===== src/rtl/mem_stage_hs.sv =====
// MIPS M stage with a variable-latency req/ack data-memory port.
// Drives byte lanes, extends load data, forwards store data from W and stalls upstream while waiting.
`timescale 1ns/1ps
module mem_stage_hs #(
    parameter logic [31:0] RESET_PC4 = 32'h0000_3004,
    parameter int          TIMEOUT   = 15,
    parameter int          ADDR_W    = 32
) (
    input  logic              Clk,
    input  logic              Reset,
    input  logic [31:0]       IR_E2M,
    input  logic [31:0]       PC4_E2M,
    input  logic [31:0]       ALUout_E2M,
    input  logic [31:0]       RD2_E2M,
    input  logic              Valid_E2M,
    input  logic [4:0]        WhoNew_M2W,
    input  logic [31:0]       WD2A3,
    input  logic [31:0]       Mem_rdata,
    input  logic              Mem_ack,
    output logic              Mem_req,
    output logic              Mem_we,
    output logic [3:0]        Mem_be,
    output logic [ADDR_W-1:0] Mem_addr,
    output logic [31:0]       Mem_wdata,
    output logic              Stall_M,
    output logic [31:0]       IR_M2W,
    output logic [31:0]       PC4_M2W,
    output logic [31:0]       ALUout_M2W,
    output logic [31:0]       DMout_M2W,
    output logic              Valid_M2W,
    output logic [1:0]        Exc_M2W
);

    localparam logic [5:0] OP_LB = 6'b100000, OP_LH = 6'b100001, OP_LW = 6'b100011;
    localparam logic [5:0] OP_LBU = 6'b100100, OP_LHU = 6'b100101;
    localparam logic [5:0] OP_SB = 6'b101000, OP_SH = 6'b101001, OP_SW = 6'b101011;

    localparam int CNT_W = (TIMEOUT > 1) ? $clog2(TIMEOUT) : 1;
    localparam logic [CNT_W-1:0] CNT_LAST = CNT_W'(TIMEOUT - 1);

    typedef enum logic [1:0] {SZ_B, SZ_H, SZ_W} size_t;
    typedef enum logic {S_IDLE, S_WAIT} state_t;

    state_t           state, state_n;
    logic [CNT_W-1:0] cnt;
    logic             is_mem, is_store, is_unsigned, misaligned, start, done, to_hit;
    size_t            size;
    logic [1:0]       a;
    logic [31:0]      fwd, wdata_new, ld_data;
    logic [3:0]       be_new;
    logic [7:0]       byte_sel;
    logic [15:0]      half_sel;

    // Holding registers for the access in flight
    logic [31:0]      h_ir, h_pc4, h_alu;
    size_t            h_size;
    logic             h_unsigned, h_store;

    // NOTE: every always_comb output gets a default first so no path can infer a latch.
    always_comb begin
        is_mem      = 1'b1;
        is_store    = 1'b0;
        is_unsigned = 1'b0;
        size        = SZ_W;
        case (IR_E2M[31:26])
            OP_LB:   size = SZ_B;
            OP_LBU:  begin size = SZ_B; is_unsigned = 1'b1; end
            OP_LH:   size = SZ_H;
            OP_LHU:  begin size = SZ_H; is_unsigned = 1'b1; end
            OP_LW:   size = SZ_W;
            OP_SB:   begin size = SZ_B; is_store = 1'b1; end
            OP_SH:   begin size = SZ_H; is_store = 1'b1; end
            OP_SW:   begin size = SZ_W; is_store = 1'b1; end
            default: is_mem = 1'b0;
        endcase
    end

    assign a          = ALUout_E2M[1:0];
    assign fwd        = (IR_E2M[20:16] == WhoNew_M2W && IR_E2M[20:16] != 5'd0) ? WD2A3 : RD2_E2M;
    assign misaligned = is_mem && ((size == SZ_H && a[0]) || (size == SZ_W && a != 2'b00));
    assign start      = Valid_E2M && is_mem && !misaligned;

    always_comb begin
        be_new    = 4'b1111;
        wdata_new = fwd;
        case (size)
            SZ_B:    begin be_new = 4'b0001 << a; wdata_new = {4{fwd[7:0]}}; end
            SZ_H:    begin be_new = a[1] ? 4'b1100 : 4'b0011; wdata_new = {2{fwd[15:0]}}; end
            default: ;
        endcase
    end

    always_comb begin
        case (h_alu[1:0])
            2'd0:    byte_sel = Mem_rdata[7:0];
            2'd1:    byte_sel = Mem_rdata[15:8];
            2'd2:    byte_sel = Mem_rdata[23:16];
            default: byte_sel = Mem_rdata[31:24];
        endcase
        half_sel = h_alu[1] ? Mem_rdata[31:16] : Mem_rdata[15:0];
        case (h_size)
            SZ_B:    ld_data = h_unsigned ? {24'b0, byte_sel} : {{24{byte_sel[7]}}, byte_sel};
            SZ_H:    ld_data = h_unsigned ? {16'b0, half_sel} : {{16{half_sel[15]}}, half_sel};
            default: ld_data = Mem_rdata;
        endcase
    end

    // An ack in the last permitted WAIT cycle still completes normally
    assign to_hit = (cnt == CNT_LAST);
    assign done   = Mem_ack || to_hit;

    always_comb begin
        state_n = state;
        Stall_M = 1'b0;
        case (state)
            S_IDLE: if (start) begin
                Stall_M = 1'b1;
                state_n = S_WAIT;
            end
            S_WAIT: begin
                Stall_M = !done;
                if (done) state_n = S_IDLE;
            end
            default: state_n = S_IDLE;
        endcase
    end

    // NOTE: sequential state uses non-blocking assignments so every flop samples pre-edge values.
    always_ff @(posedge Clk or posedge Reset) begin
        if (Reset) state <= S_IDLE;
        else       state <= state_n;
    end

    // NOTE: every flop here is a plain register, so all of them take the async reset; no array needs clearing.
    always_ff @(posedge Clk or posedge Reset) begin
        if (Reset) begin
            IR_M2W     <= '0;
            PC4_M2W    <= RESET_PC4;
            ALUout_M2W <= '0;
            DMout_M2W  <= '0;
            Valid_M2W  <= 1'b0;
            Exc_M2W    <= 2'b00;
            Mem_req    <= 1'b0;
            Mem_we     <= 1'b0;
            Mem_be     <= 4'b0000;
            Mem_addr   <= '0;
            Mem_wdata  <= '0;
            cnt        <= '0;
            h_ir       <= '0;
            h_pc4      <= '0;
            h_alu      <= '0;
            h_size     <= SZ_W;
            h_unsigned <= 1'b0;
            h_store    <= 1'b0;
        end else begin
            case (state)
                S_IDLE: begin
                    cnt        <= '0;
                    PC4_M2W    <= PC4_E2M;
                    ALUout_M2W <= ALUout_E2M;
                    DMout_M2W  <= '0;
                    if (!Valid_E2M || start) begin
                        IR_M2W    <= '0;
                        Valid_M2W <= 1'b0;
                        Exc_M2W   <= 2'b00;
                    end else begin
                        IR_M2W    <= IR_E2M;
                        Valid_M2W <= 1'b1;
                        Exc_M2W   <= misaligned ? (is_store ? 2'b10 : 2'b01) : 2'b00;
                    end
                    if (start) begin
                        Mem_req    <= 1'b1;
                        Mem_we     <= is_store;
                        Mem_be     <= be_new;
                        Mem_addr   <= {ALUout_E2M[ADDR_W-1:2], 2'b00};
                        Mem_wdata  <= wdata_new;
                        h_ir       <= IR_E2M;
                        h_pc4      <= PC4_E2M;
                        h_alu      <= ALUout_E2M;
                        h_size     <= size;
                        h_unsigned <= is_unsigned;
                        h_store    <= is_store;
                    end
                end
                S_WAIT: begin
                    if (done) begin
                        Mem_req    <= 1'b0;
                        IR_M2W     <= h_ir;
                        PC4_M2W    <= h_pc4;
                        ALUout_M2W <= h_alu;
                        DMout_M2W  <= (Mem_ack && !h_store) ? ld_data : 32'd0;
                        Valid_M2W  <= 1'b1;
                        Exc_M2W    <= Mem_ack ? 2'b00 : 2'b11;
                    end else begin
                        cnt <= cnt + 1'b1;
                    end
                end
                default: ;
            endcase
        end
    end

endmodule


===== config.mk =====
export PLATFORM = sky130hd
export DESIGN_NAME = mem_stage_hs
export DESIGN_NICKNAME = d
export VERILOG_FILES = /design/src/rtl/mem_stage_hs.sv
export SDC_FILE = /design/constraint.sdc
export NUM_CORES = 1
export LEC_CHECK = 0
export ABC_AREA = 1
export BUFFER_PORTS_ARGS = -buffer_cell sky130_fd_sc_hd__buf_2
export CORE_ASPECT_RATIO = 1.75
export CORE_MARGIN = 1
export CORE_UTILIZATION = 52
export DETAILED_ROUTE_END_ITERATION = 6
export PLACE_DENSITY = 0.81
export SLEW_MARGIN = 40
export SYNTH_ARGS = -nofsm -noshare
export SYNTH_HDL_FRONTEND = slang
export SYNTH_SLANG_ARGS = --single-unit

===== constraint.sdc =====
create_clock -name Clk -period 8.8 [get_ports Clk]
set_clock_uncertainty 0.2 [all_clocks]
set_input_delay 0.44 -clock Clk [delete_from_list [all_inputs] [get_ports Clk]]
set_output_delay 0.44 -clock Clk [all_outputs]
set_load 0.03 [all_outputs]

==> impl_metrics.py <==
metrics = {
    "worst_setup_path": {
        "end_kind": "primary output",
        "r2r_start": "state",
        "crit_buf_inv": 7,
        "worst-endpoint-arrival_ns": 4.66,
        "r2r-end": "PC4_M2W[19]",
        "start_kind": "primary input",
        "cp_cell_sequence": "dlygate4sd3_1, buf_2, inv_2, nor2_4, nand3_4, nand2_1, nand4_4, nor2_4, buf_6, inv_6, buf_4, nand2_1, buf_2",
        "worst_path_max_delay_cell": "buf_6",
        "slowest_delay_ns": 0.63,
        "critical_path.max_fanout": 111,
        "cp_top_family": "buffers and inverters",
        "path_depth": 13,
        "worstRegToRegCells": 8,
        "cp.required_ns": 8.16,
        "r2r_slack_ns": 4.93,
        "timing_worst_setup_path_type": "primary input to primary output",
    },
    "sta": {
        "hold_slack_ns": 0.0436,
        "worstMarginPinSlew_ns": 0.871,
        "final.setup.tns_ns": 0,
        "rsz0062_at_grt": "no",
        "period_needed_ns": 5.30,
        "period_share": 0.602,
        "layout_setup_ws_ns": 3.50,
        "drv_slew": 0,
        "hold_violations": 0,
        "setup_viol": 0,
        "slew-limit-headroom": 0.417,
        "max_freq_mhz": 189,
    },
    "grt": {
        "gr-usage-all-layers": 0.321,
        "grt_max_degree": 123,
        "grt_pass1_wl_mm": 64.3,
        "grt_antenna_before_repair": 9,
        "grt_pass1_vias": 12700,
        "grt_overflow_total": 0,
    },
    "clock_network": {
        "cts_setup_buffers": 0,
        "htreeDepth": 1,
        "cts_tree": "yes",
        "numCtsBuffers": 26,
        "clk_root_buffer_cell": "clkbuf_16",
        "insertion_delay_ns": 0.56,
        "cts.sinks": 273,
        "clockBufferDepth": 3,
        "clk_pin_slew_ns": 0.07,
    },
    "drt": {
        "routed_wl_mm": 41.6,
        "wl_per_cell_um": 17.4,
        "ant_nets": 0,
        "drt_iter0_markers": 1028,
        "num_vias": 12900,
        "drc_errors": 0,
        "drtPass1Iterations": 5,
        "viasPerCell": 5.40,
    },
    "yosys": {
        "postSynthCellCount": 1639,
        "syn_area_um2": 13000,
        "synth_warnings": 0,
        "yosysSeqAreaShare": 0.524,
        "ys_seq_elements": 273,
        "syn_avg_cell_area_um2": 7.96,
        "synth_cell_types": 35,
    },
    "layout": {
        "drive_gt1_frac": 0.232,
        "fin_area_um2": 16800,
        "syn2layout_area_growth_pct": 28.7,
        "nets": 2256,
        "final_cells": 2390,
        "fill_cells": 1891,
    },
    "power_and_ir_drop": {
        "power.share.switching": 0.344,
        "clockPowerShare": 0.313,
        "seqPwrFrac": 0.440,
        "power.internal_w": 0.00238,
        "power_frac_comb": 0.247,
        "leakagePower_nw": 9.01,
        "power_density_nw_per_um2": 216,
        "ir_drop_mv": 0.184,
        "switchingPower_w": 0.00125,
    },
    "worst_hold_path": {
        "min_from": "IR_E2M[28]",
        "hold_end": "h_ir[28]",
        "holdPathStages": 3,
        "hold_class": "primary input to flop",
    },
    "floorplanning": {
        "fp.dieW_um": 122,
        "dieArea_um2": 25700,
        "initial_core_util": 0.529,
        "core_area_um2": 24600,
        "rows": 76,
        "die-height_um": 211,
        "io_pins": 403,
    },
    "placed_design": {
        "routabilityCongestion": 0.914,
        "placement.io_buffers": 400,
        "placed_cells": 2240,
        "place_ws_ns": 4.02,
        "placed_area_um2": 14900,
        "hpwlAfterDp_mm": 26.6,
    },
    "run_status": {
        "status": "finished clean",
    },
    "flow_run": {
        "cap_violations": 0,
    },
}
worst max path at each step:
stage / start / end / slack [ns]
2_1_floorplan: Reset / ALUout_M2W[0] / 0.64
4_1_cts: IR_E2M[29] / Stall_M / 3.47
5_1_grt: IR_E2M[31] / Stall_M / 3.20
3_3_place_gp: IR_E2M[31] / Stall_M / 3.45
6_report: IR_E2M[31] / Stall_M / 3.50
3_5_place_dp: IR_E2M[27] / Stall_M / 4.02
layout make-up:
class,instances,area (µm²),area share
antenna,8,20.0,0.00119
timing repair buffer,509,3070,0.183
inverter,211,812,0.0484
clock inverter,4,51.3,0.00306
tap,312,390,0.0233
multi-input combinational,1032,4780,0.285
sequential,273,6840,0.407
clock buffer,41,817,0.0487
flip-flops by register name, indices dropped and copies added, names as in the netlist:
signal      cells
ALUout_M2W     32
DMout_M2W      32
IR_M2W         32
Mem_wdata      32
PC4_M2W        32
h_alu          32
h_ir           32
h_pc4          32
Mem_be          4
cnt             4
Exc_M2W         2
h_size          2
Mem_req         1
Valid_M2W       1
h_store         1
h_unsigned      1
state           1
layer usage:
layer | wire (µm) | GRT usage | vias to the layer above | share of wire
met1 | 15100 | 0.361 | 6014 | 0.36
met2 | 20500 | 0.544 | 711 | 0.49
met5 | 13 | 0 | - | 0.00031
met4 | 2780 | 0.217 | 2 | 0.067
li1 | - | - | 5999 | -
met3 | 3250 | 0.0636 | 180 | 0.078
logic make-up after synthesis:
logic type | Yosys count | share of synthesized area
and+or+nand+nor | 783 | 0.247
buffers and inverters | 335 | 0.112
DFF | 273 | 0.524
AOI/OAI and AO/OA | 244 | 0.114
adders and majority gates | 2 | 0.00192
muxes | 1 | 0.000768
other | 1 | 0.000288
power groups by stage:
stage	Sequential (W)	Combinational (W)	Clock [W]
final	0.00159	0.000896	0.00114
after global routing	0.00161	0.000976	0.00120
after CTS	0.00159	0.000884	0.00115
after detailed placement	0.00161	0.000846	0
after global placement	0.00160	0.000823	0
after floorplan	0.00173	0.000471	0
repair_timing:
action,in CTS,in global routing
endpoints found under the hold margin,289,0
gates resized for setup,0,0
hold buffers,97,0
through the flow:
step | power [W] | util
final | 0.00363 | 0.681
after global routing | 0.00379 | 0.681
after CTS | 0.00362 | 0.680
after detailed placement | 0.00245 | 0.606
after global placement | 0.00242 | 0.605
after floorplan | 0.00221 | -
cells in the final DEF (no fill, tap or decap), types with 2 or more instances in the layout:
cell / count
ha_1: 2
dlygate4sd3_1: 97
dfstp_2: 4
dfrtp_1: 268
conb_1: 2
buf_6: 3
nand3_1: 97
o22ai_1: 7
o211ai_1: 94
nand4_1: 33
and2_1: 8
diode_2: 8
o221ai_1: 2
buf_2: 400
nand2_1: 535
nor3_1: 3
clkinv_2: 2
inv_2: 7
nor2_4: 3
o21ai_0: 56
clkbuf_16: 26
nor2_1: 95
nor2_2: 4
nand3_2: 2
inv_1: 200
o21ai_1: 65
a21oi_1: 16
clkbuf_8: 11
buf_4: 9
clkbuf_1: 4
tightest hold or removal path, stage by stage:
cell and delay (ns):
buf_2 0.12, nand2_1 0.12, nand2_1 0.09
synth_stat cells (all sizes together):
cell type  count  area share
buf           80       0.038
ha             2      0.0019
nand2        536        0.15
clkbuf        44       0.013
dfrtp        269        0.52
o22ai          7      0.0034
clkinv         1     0.00029
conb           1     0.00029
nor3           3      0.0012
nand3        100       0.040
inv          210       0.060
nand4         34       0.017
o21ai        121       0.046
a21oi         17      0.0074
o21a           1     0.00058
a22o           1     0.00067
o211ai        94       0.054
and2           8      0.0038
mux2i          1     0.00077
o221ai         2      0.0013
nor2         102       0.031
dfstp          4      0.0081
a211oi         1     0.00058
No activity file was read; power rests on OpenSTA's default activity.
